--- config.mk ---
export PLATFORM = sky130hd
export DESIGN_NAME = wb_arbiter
export DESIGN_NICKNAME = d
export VERILOG_FILES = /design/src/rtl/wb_pkg.sv /design/src/rtl/wb_src_fifo.sv /design/src/rtl/wb_arbiter.sv
export SDC_FILE = /design/constraint.sdc
export NUM_CORES = 1
export LEC_CHECK = 0
export ABC_CLOCK_PERIOD_IN_PS = 5550
export BUFFER_PORTS_ARGS = -buffer_cell sky130_fd_sc_hd__buf_2
export CAP_MARGIN = 25
export CORE_ASPECT_RATIO = 1.5
export CORE_UTILIZATION = 50
export CTS_CLUSTER_DIAMETER = 50
export DETAILED_ROUTE_END_ITERATION = 7
export GPL_TIMING_DRIVEN = 0
export PLACE_DENSITY = 0.81
export SYNTH_ARGS = -nofsm -noshare
export SYNTH_HDL_FRONTEND = slang
export SYNTH_SLANG_ARGS = --single-unit
--- constraint.sdc ---
create_clock -name clk -period 5.55 [get_ports clk]
set_input_delay 0.555 -clock clk [delete_from_list [all_inputs] [get_ports clk]]
set_output_delay 0.555 -clock clk [all_outputs]
set_load 0.005 [all_outputs]
--- src/rtl/wb_pkg.sv ---
// -----------------------------------------------------------------------------
// wb_pkg
// Shared constants and types for the writeback merge stage (wb_arbiter).
//
// Contents:
//   SRC_ALU / SRC_LSU / SRC_MDU : default source indices of the functional units
//   REG_ADDR_W                  : integer register address width
//   WB_DATA_W_DEFAULT           : default result width
//   wb_entry_t                  : {rd, data} result record at the default width
//   wb_next_src()               : round-robin successor of a source index
// -----------------------------------------------------------------------------
package wb_pkg;

    localparam int SRC_ALU           = 0;
    localparam int SRC_LSU           = 1;
    localparam int SRC_MDU           = 2;
    localparam int REG_ADDR_W        = 5;
    localparam int WB_DATA_W_DEFAULT = 32;

    // One buffered result. The RTL stores entries as flat {rd, data} vectors so
    // that DATA_WIDTH can be overridden; this struct documents the default layout.
    typedef struct packed {
        logic [REG_ADDR_W-1:0]        rd;
        logic [WB_DATA_W_DEFAULT-1:0] data;
    } wb_entry_t;

    // Successor of source index 'cur' among 'num' sources, wrapping to 0.
    function automatic int wb_next_src(input int cur, input int num);
        return (cur + 1 >= num) ? 0 : cur + 1;
    endfunction

endpackage

--- src/rtl/wb_src_fifo.sv ---
// -----------------------------------------------------------------------------
// wb_src_fifo
// Per-source result buffer for wb_arbiter. Small circular FIFO with a
// registered occupancy count; full/empty come straight from that count so the
// upstream ready has no combinational dependency on push or pop.
//
// Parameters:
//   DEPTH : entries (power of two, >= 2)
//   WIDTH : entry width in bits
//
// Ports:
//   clk      in   clock
//   rst_n    in   asynchronous active-low reset (FIFO empties)
//   flush_i  in   synchronous clear; blocks push and pop that cycle
//   push_i   in   write din_i (ignored when full)
//   din_i    in   entry to write
//   pop_i    in   discard head entry (ignored when empty)
//   dout_o   out  head entry (valid while !empty_o)
//   full_o   out  count == DEPTH
//   empty_o  out  count == 0
// -----------------------------------------------------------------------------
module wb_src_fifo #(
    parameter int DEPTH = 2,
    parameter int WIDTH = 37
) (
    input  logic             clk,
    input  logic             rst_n,
    input  logic             flush_i,
    input  logic             push_i,
    input  logic [WIDTH-1:0] din_i,
    input  logic             pop_i,
    output logic [WIDTH-1:0] dout_o,
    output logic             full_o,
    output logic             empty_o
);

    localparam int PTR_W = $clog2(DEPTH);
    localparam int CNT_W = PTR_W + 1;

    logic [WIDTH-1:0] mem_q [DEPTH];
    logic [PTR_W-1:0] wr_ptr_q, wr_ptr_d;
    logic [PTR_W-1:0] rd_ptr_q, rd_ptr_d;
    logic [CNT_W-1:0] cnt_q, cnt_d;
    logic             push_ok;
    logic             pop_ok;

    assign full_o  = (cnt_q == CNT_W'(DEPTH));
    assign empty_o = (cnt_q == '0);
    assign dout_o  = mem_q[rd_ptr_q];

    // A full FIFO refuses the push even if it is popped in the same cycle.
    assign push_ok = push_i && !full_o && !flush_i;
    assign pop_ok  = pop_i && !empty_o && !flush_i;

    always_comb begin
        wr_ptr_d = wr_ptr_q;
        rd_ptr_d = rd_ptr_q;
        cnt_d    = cnt_q;
        if (flush_i) begin
            wr_ptr_d = '0;
            rd_ptr_d = '0;
            cnt_d    = '0;
        end else begin
            // Pointers are PTR_W bits wide, so the increment wraps modulo DEPTH.
            if (push_ok) wr_ptr_d = wr_ptr_q + 1'b1;
            if (pop_ok)  rd_ptr_d = rd_ptr_q + 1'b1;
            case ({push_ok, pop_ok})
                2'b10:   cnt_d = cnt_q + 1'b1;
                2'b01:   cnt_d = cnt_q - 1'b1;
                default: cnt_d = cnt_q;
            endcase
        end
    end

    always_ff @(posedge clk or negedge rst_n) begin
        if (!rst_n) begin
            wr_ptr_q <= '0;
            rd_ptr_q <= '0;
            cnt_q    <= '0;
            for (int i = 0; i < DEPTH; i++) begin
                mem_q[i] <= '0;
            end
        end else begin
            wr_ptr_q <= wr_ptr_d;
            rd_ptr_q <= rd_ptr_d;
            cnt_q    <= cnt_d;
            if (push_ok) begin
                mem_q[wr_ptr_q] <= din_i;
            end
        end
    end

endmodule

--- src/rtl/wb_arbiter.sv ---
// -----------------------------------------------------------------------------
// wb_arbiter
// Writeback merge stage in front of the integer register-file write port.
// Each functional unit pushes {rd, data} results into its own wb_src_fifo over
// a valid/ready handshake; a round-robin arbiter picks one non-empty FIFO per
// cycle and the chosen result is registered onto the write port together with
// a retire pulse for the instret counter.
//
// Handshake: a result transfers on a rising edge where src_valid[i] and
// src_ready[i] are both high. src_ready[i] is !full of FIFO i and depends only
// on registered state; a producer must hold its result until it transfers.
//
// Parameters:
//   NUM_SRC    : number of result sources (2..8)
//   DATA_WIDTH : result width
//   FIFO_DEPTH : entries per source FIFO (power of two, >= 2)
//
// Ports:
//   clk, rst_n    clock, asynchronous active-low reset
//   flush         synchronous discard of every buffered result
//   src_valid     per-source result valid           [NUM_SRC]
//   src_ready     per-source FIFO not full          [NUM_SRC]
//   src_rd_addr   packed destination registers      [NUM_SRC*5], src i at [5i+4:5i]
//   src_data      packed result data                [NUM_SRC*DATA_WIDTH]
//   wb_rd_write   register-file write enable (never for x0)
//   wb_rd_addr    register-file write address
//   wb_rd_data    register-file write data
//   wb_retire     one result retired this cycle (x0 included)
//   wb_src_id     source of the current retire
//
// Build option WB_ARBITER_FWD_EN adds a combinational bypass of the write that
// the register file has not captured yet:
//   fwd_rs1_addr / fwd_rs2_addr  in   read addresses to compare
//   fwd_rs1_hit  / fwd_rs2_hit   out  address matches a live non-x0 write
//   fwd_rs1_data / fwd_rs2_data  out  the write data
// -----------------------------------------------------------------------------
module wb_arbiter
    import wb_pkg::*;
#(
    parameter int NUM_SRC    = 3,
    parameter int DATA_WIDTH = 32,
    parameter int FIFO_DEPTH = 2
) (
    input  logic                          clk,
    input  logic                          rst_n,
    input  logic                          flush,
    input  logic [NUM_SRC-1:0]            src_valid,
    output logic [NUM_SRC-1:0]            src_ready,
    input  logic [NUM_SRC*REG_ADDR_W-1:0] src_rd_addr,
    input  logic [NUM_SRC*DATA_WIDTH-1:0] src_data,
    output logic                          wb_rd_write,
    output logic [REG_ADDR_W-1:0]         wb_rd_addr,
    output logic [DATA_WIDTH-1:0]         wb_rd_data,
    output logic                          wb_retire,
`ifdef WB_ARBITER_FWD_EN
    input  logic [REG_ADDR_W-1:0]         fwd_rs1_addr,
    input  logic [REG_ADDR_W-1:0]         fwd_rs2_addr,
    output logic                          fwd_rs1_hit,
    output logic                          fwd_rs2_hit,
    output logic [DATA_WIDTH-1:0]         fwd_rs1_data,
    output logic [DATA_WIDTH-1:0]         fwd_rs2_data,
`endif
    output logic [$clog2(NUM_SRC)-1:0]    wb_src_id
);

    localparam int SRC_W = $clog2(NUM_SRC);
    localparam int ENT_W = REG_ADDR_W + DATA_WIDTH;

    // ------------------------------------------------------------------------
    // Source FIFOs
    // ------------------------------------------------------------------------
    logic [NUM_SRC-1:0] full_vec;
    logic [NUM_SRC-1:0] empty_vec;
    logic [NUM_SRC-1:0] pop_vec;
    logic [ENT_W-1:0]   head [NUM_SRC];

    for (genvar g = 0; g < NUM_SRC; g++) begin : g_src
        wb_src_fifo #(
            .DEPTH (FIFO_DEPTH),
            .WIDTH (ENT_W)
        ) u_fifo (
            .clk     (clk),
            .rst_n   (rst_n),
            .flush_i (flush),
            .push_i  (src_valid[g]),
            .din_i   ({src_rd_addr[g*REG_ADDR_W +: REG_ADDR_W],
                       src_data[g*DATA_WIDTH +: DATA_WIDTH]}),
            .pop_i   (pop_vec[g]),
            .dout_o  (head[g]),
            .full_o  (full_vec[g]),
            .empty_o (empty_vec[g])
        );
    end

    assign src_ready = ~full_vec;

    // ------------------------------------------------------------------------
    // Round-robin arbitration: first non-empty FIFO at or after rr_q, wrapping.
    // ------------------------------------------------------------------------
    logic [SRC_W-1:0] rr_q, rr_d;
    logic             grant_vld;
    logic [SRC_W-1:0] grant_idx;
    logic [ENT_W-1:0] grant_ent;
    logic             take;

    always_comb begin
        int idx;
        idx       = 0;
        grant_vld = 1'b0;
        grant_idx = '0;
        for (int k = 0; k < NUM_SRC; k++) begin
            idx = int'(rr_q) + k;
            if (idx >= NUM_SRC) idx = idx - NUM_SRC;
            if (!grant_vld && !empty_vec[idx]) begin
                grant_vld = 1'b1;
                grant_idx = SRC_W'(idx);
            end
        end
    end

    assign grant_ent = head[grant_idx];

    // flush pops nothing and leaves the pointer where it was.
    assign take = grant_vld && !flush;

    always_comb begin
        pop_vec = '0;
        rr_d    = rr_q;
        if (take) begin
            pop_vec[grant_idx] = 1'b1;
            rr_d               = SRC_W'(wb_next_src(int'(grant_idx), NUM_SRC));
        end
    end

    // ------------------------------------------------------------------------
    // Registered write port. Address, data and source id hold between retires.
    // ------------------------------------------------------------------------
    logic                  wr_q,     wr_d;
    logic                  retire_q, retire_d;
    logic [REG_ADDR_W-1:0] addr_q,   addr_d;
    logic [DATA_WIDTH-1:0] data_q,   data_d;
    logic [SRC_W-1:0]      src_q,    src_d;

    always_comb begin
        wr_d     = 1'b0;
        retire_d = 1'b0;
        addr_d   = addr_q;
        data_d   = data_q;
        src_d    = src_q;
        if (take) begin
            retire_d = 1'b1;
            src_d    = grant_idx;
            addr_d   = grant_ent[ENT_W-1 -: REG_ADDR_W];
            data_d   = grant_ent[DATA_WIDTH-1:0];
            // x0 results still retire but never write the register file.
            wr_d     = (grant_ent[ENT_W-1 -: REG_ADDR_W] != '0);
        end
    end

    always_ff @(posedge clk or negedge rst_n) begin
        if (!rst_n) begin
            rr_q     <= '0;
            wr_q     <= 1'b0;
            retire_q <= 1'b0;
            addr_q   <= '0;
            data_q   <= '0;
            src_q    <= '0;
        end else begin
            rr_q     <= rr_d;
            wr_q     <= wr_d;
            retire_q <= retire_d;
            addr_q   <= addr_d;
            data_q   <= data_d;
            src_q    <= src_d;
        end
    end

    assign wb_rd_write = wr_q;
    assign wb_retire   = retire_q;
    assign wb_rd_addr  = addr_q;
    assign wb_rd_data  = data_q;
    assign wb_src_id   = src_q;

    // ------------------------------------------------------------------------
    // Optional bypass of the write the register file captures at the next edge.
    // ------------------------------------------------------------------------
`ifdef WB_ARBITER_FWD_EN
    assign fwd_rs1_hit  = wr_q && (fwd_rs1_addr == addr_q) && (fwd_rs1_addr != '0);
    assign fwd_rs2_hit  = wr_q && (fwd_rs2_addr == addr_q) && (fwd_rs2_addr != '0);
    assign fwd_rs1_data = data_q;
    assign fwd_rs2_data = data_q;
`else
    // No bypass ports; consumers read the register file after the write lands.
`endif

endmodule
==> impl_metrics.json <==
{
  "r2r-end": "wb_rd_data[11]$_DFFE_PN0N_",
  "routed_wl_um": 29400,
  "cp_common_cell": "clkbuf_1",
  "dp.cells": 1376,
  "drive_gt1_share_pct": 40.9,
  "drv_slew": 0,
  "fin_skew_ps": 14.8,
  "wl_per_cell_um": 20.6,
  "min_to": "g_src[1].u_fifo.mem_q[19]$_DFFE_PN0P_",
  "grtUsageTotal_pct": 24.1,
  "setup_viol": 0,
  "holdCritStartpoint": "src_data[51]",
  "postCtsHoldBufs": 1,
  "grt_pass1_wl_um": 46500,
  "synth_most_common_cell": "dfrtp_1",
  "switching_share_pct": 34.1,
  "synth-main-ff-cell": "dfrtp_1",
  "ctsResizeCount": 0,
  "rsz0062_at_grt": "false",
  "p_int_mw": 5.57,
  "vdd_drop_max_mv": 0.338,
  "synth-seq-cells": 277,
  "synth_edf_count": 0,
  "grt_pass1_vias": 8795,
  "critPathRequiredTime_ps": 5920,
  "overflow": 0,
  "final_cell_count_no_fill": 1426,
  "yosysSeqAreaShare_pct": 56.5,
  "cts_root_buffer": "clkbuf_16",
  "synthCells": 895,
  "clock_sinks": 277,
  "ys_top_cells_by_area": "dfrtp_1 57%, mux2_2 21%, mux2i_1 8.4%",
  "worstReg2RegStart": "rr_q[0]$_DFFE_PN0N_",
  "ys_top_cells_by_count": "277 x dfrtp_1, 230 x mux2_2, 103 x mux2i_1, 50 x nand2_1, 46 x clkbuf_1",
  "drtIter0Drc": 434,
  "gp_congestion": 0.828,
  "period_minus_slack_ps": 3170,
  "path_clk_slew_ps": 60,
  "grt_max_degree": 116,
  "clkPwrFrac_pct": 21.3,
  "ys_warn_count": 0,
  "synthArstFlopShare_pct": 100,
  "die-width_um": 130,
  "syn_area_per_cell_um2": 13.7,
  "cp_max_fo": 10,
  "synth.largest_area_cell": "dfrtp_1",
  "maxCapViolCount": 0,
  "cpMaxStageDelayCell": "clkbuf_1",
  "rows": 69,
  "relSlewSlack_pct": 34.9,
  "powerDensity_mw_per_mm2": 585,
  "synth.distinct_cells": 41,
  "comb_power_share_pct": 38.8,
  "hold_path.class": "primary input to register",
  "cts_setup_buffers": 0,
  "tns_ps": 0,
  "period_share_pct": 57.1,
  "ff2ff_setup_slack_ps": 2380,
  "initial_core_util_pct": 51.3,
  "yosysTopAreaCellShare_pct": 56.5,
  "whs_path_depth": 2,
  "vias": 8144,
  "reg2reg_depth": 11,
  "cts_buffer_depth": 3,
  "cts_inserted_buffers": 27,
  "p_seq_share_pct": 39.9,
  "clk_latency_ps": 530,
  "die_area_mm2": 0.0252,
  "cts_max_level": 1,
  "vias_per_cell": 5.71,
  "cts_tree": "done",
  "io_pins": 161,
  "core_mm2": 0.0239,
  "fin_nets": 1206,
  "cp-start-kind": "register",
  "die_y_um": 194,
  "syn-cell-area_mm2": 0.0123,
  "hold_viol": 0,
  "io_buffers": 159,
  "firstDrtPassIters": 5,
  "syn-num-nets": 1014,
  "arrival_ps": 3540,
  "critPathCaptureType": "register",
  "antenna_found_initial": 10,
  "status": "complete, no violations",
  "final_antenna_net_count": 0,
  "dp_hpwl_um": 20700,
  "power_leakage_nw": 6.24,
  "critPathKind": "register to register",
  "max_freq_mhz": 315,
  "p_switching_mw": 2.88,
  "area_delta_synth_final_pct": 17.7,
  "cp_cell_sequence": "inv_1 -> ha_1 -> clkbuf_1 -> or3_1 -> a21oi_1 -> a211oi_1 -> o22a_1 -> clkbuf_1 -> clkbuf_1 -> o22a_1 -> o221ai_1",
  "slowest_delay_ps": 530,
  "tightest_slew_ps": 971,
  "drc": 0
}
metal layers:
metal,wire [um],track usage [%],share of wire [%],vias up
met3,1260,3.48,4.3,61
li1,-,-,-,3659
met2,15700,42.9,53,212
met5,37,0,0.13,-
met1,11500,29.1,39,4206
met4,930,8.70,3.2,6
cells in the final DEF (no fill, tap or decap), types with 2 or more instances in the layout:
cell / synthesis / layout
dfrtp_1: 277 / 277
mux2_2: 230 / 230
buf_2: 4 / 162
mux2i_1: 103 / 103
nand2_1: 50 / 50
clkbuf_1: 46 / 48
o22a_1: 33 / 33
o221ai_1: 32 / 32
clkbuf_16: 0 / 27
nor2_1: 24 / 24
a21oi_1: 11 / 11
clkbuf_8: 0 / 11
diode_2: 0 / 7
o21ai_0: 7 / 7
xor2_1: 7 / 7
buf_4: 6 / 6
a211oi_1: 6 / 6
nor2b_1: 5 / 5
inv_1: 4 / 4
or3_1: 4 / 4
buf_1: 4 / 4
xnor2_1: 4 / 4
nor3_1: 3 / 3
a31oi_1: 3 / 3
nand2b_1: 3 / 3
a22oi_1: 3 / 3
nor3_2: 3 / 3
o21a_1: 2 / 2
o21ai_1: 2 / 2
a221oi_1: 2 / 2
nand3_1: 2 / 2
a211oi_2: 2 / 2
ha_1: 2 / 2
buf_16: 0 / 2
cell type report:
| cell class | instances | area, um2 |
|---|---|---|
| Antenna cell | 7 | 17.5 |
| Buffer | 60 | 253 |
| Clock buffer | 40 | 835 |
| Clock inverter | 2 | 38.8 |
| Fill cell | 1950 | 9480 |
| Inverter | 4 | 15.0 |
| Multi-Input combinational cell | 554 | 5060 |
| Sequential cell | 277 | 6930 |
| Tap cell | 319 | 399 |
| Timing Repair Buffer | 163 | 882 |
flip-flops by register name, summed over array words and instances, names as in the netlist:
signal                 cells
g_src.u_fifo.mem_q       222
wb_rd_data                32
g_src.u_fifo.cnt_q         6
wb_rd_addr                 5
g_src.u_fifo.rd_ptr_q      3
g_src.u_fifo.wr_ptr_q      3
rr_q                       2
wb_src_id                  2
wb_rd_write                1
wb_retire                  1
worst max-delay path: cells and delay by family (launching register included):
family	cells	cell delay (ps)
buffers and inverters	4	1310
flip-flops	1	390
AO/OA/AOI/OAI	5	850
adder cells (fa/ha/maj)	1	260
AND/OR/NAND/NOR	1	210
cells by family after synthesis:
| family | share of synthesized area, % |
|---|---|
| AO/OA/AOI/OAI | 7.15 |
| XOR/XNOR | 0.786 |
| adder cells (fa/ha/maj) | 0.296 |
| buffers and inverters | 2.18 |
| flip-flops | 56.5 |
| multiplexers | 29.5 |
| AND/OR/NAND/NOR | 3.50 |
metrics by stage:
stage | hold WS, ps | utilization [%] | setup slack (ps) | total power [mW] | area, um2
floorplan | 259 | - | 3100 | 5.61 | 12300
global placement | 459 | 56.3 | -946 | 6.49 | 13500
detailed placement | 465 | 56.6 | 2400 | 6.66 | 13500
CTS | 257 | 60.3 | 2380 | 8.49 | 14400
global route | 263 | 60.3 | 2130 | 8.95 | 14400
finish | 271 | 60.3 | 2380 | 8.44 | 14400
worst max-delay path by stage:
stage	endpoint	cells past startpoint	slack, ps	start
final	wb_rd_data[11]$_DFFE_PN0N_	11	2380	rr_q[0]$_DFFE_PN0N_
after global routing	wb_rd_data[11]$_DFFE_PN0N_	11	2130	rr_q[0]$_DFFE_PN0N_
after CTS	wb_rd_data[22]$_DFFE_PN0N_	11	2380	rr_q[0]$_DFFE_PN0N_
after detailed placement	wb_rd_data[22]$_DFFE_PN0N_	11	2400	rr_q[0]$_DFFE_PN0N_
after global placement	g_src[1].u_fifo.mem_q[1]$_DFFE_PN0P_	1	-950	rst_n
after floorplan	g_src[1].u_fifo.cnt_q[1]$_DFFE_PN0P_	11	3100	rr_q[0]$_DFFE_PN0N_
power by group through the flow:
stage	logic, mW	registers (mW)	clock network [mW]
final	3.28	3.37	1.80
after global routing	3.56	3.47	1.92
after CTS	3.30	3.36	1.83
after detailed placement	3.27	3.39	0
after global placement	3.15	3.33	0
after floorplan	2.34	3.27	0
Note: power is estimated with default switching activity, not from simulation.
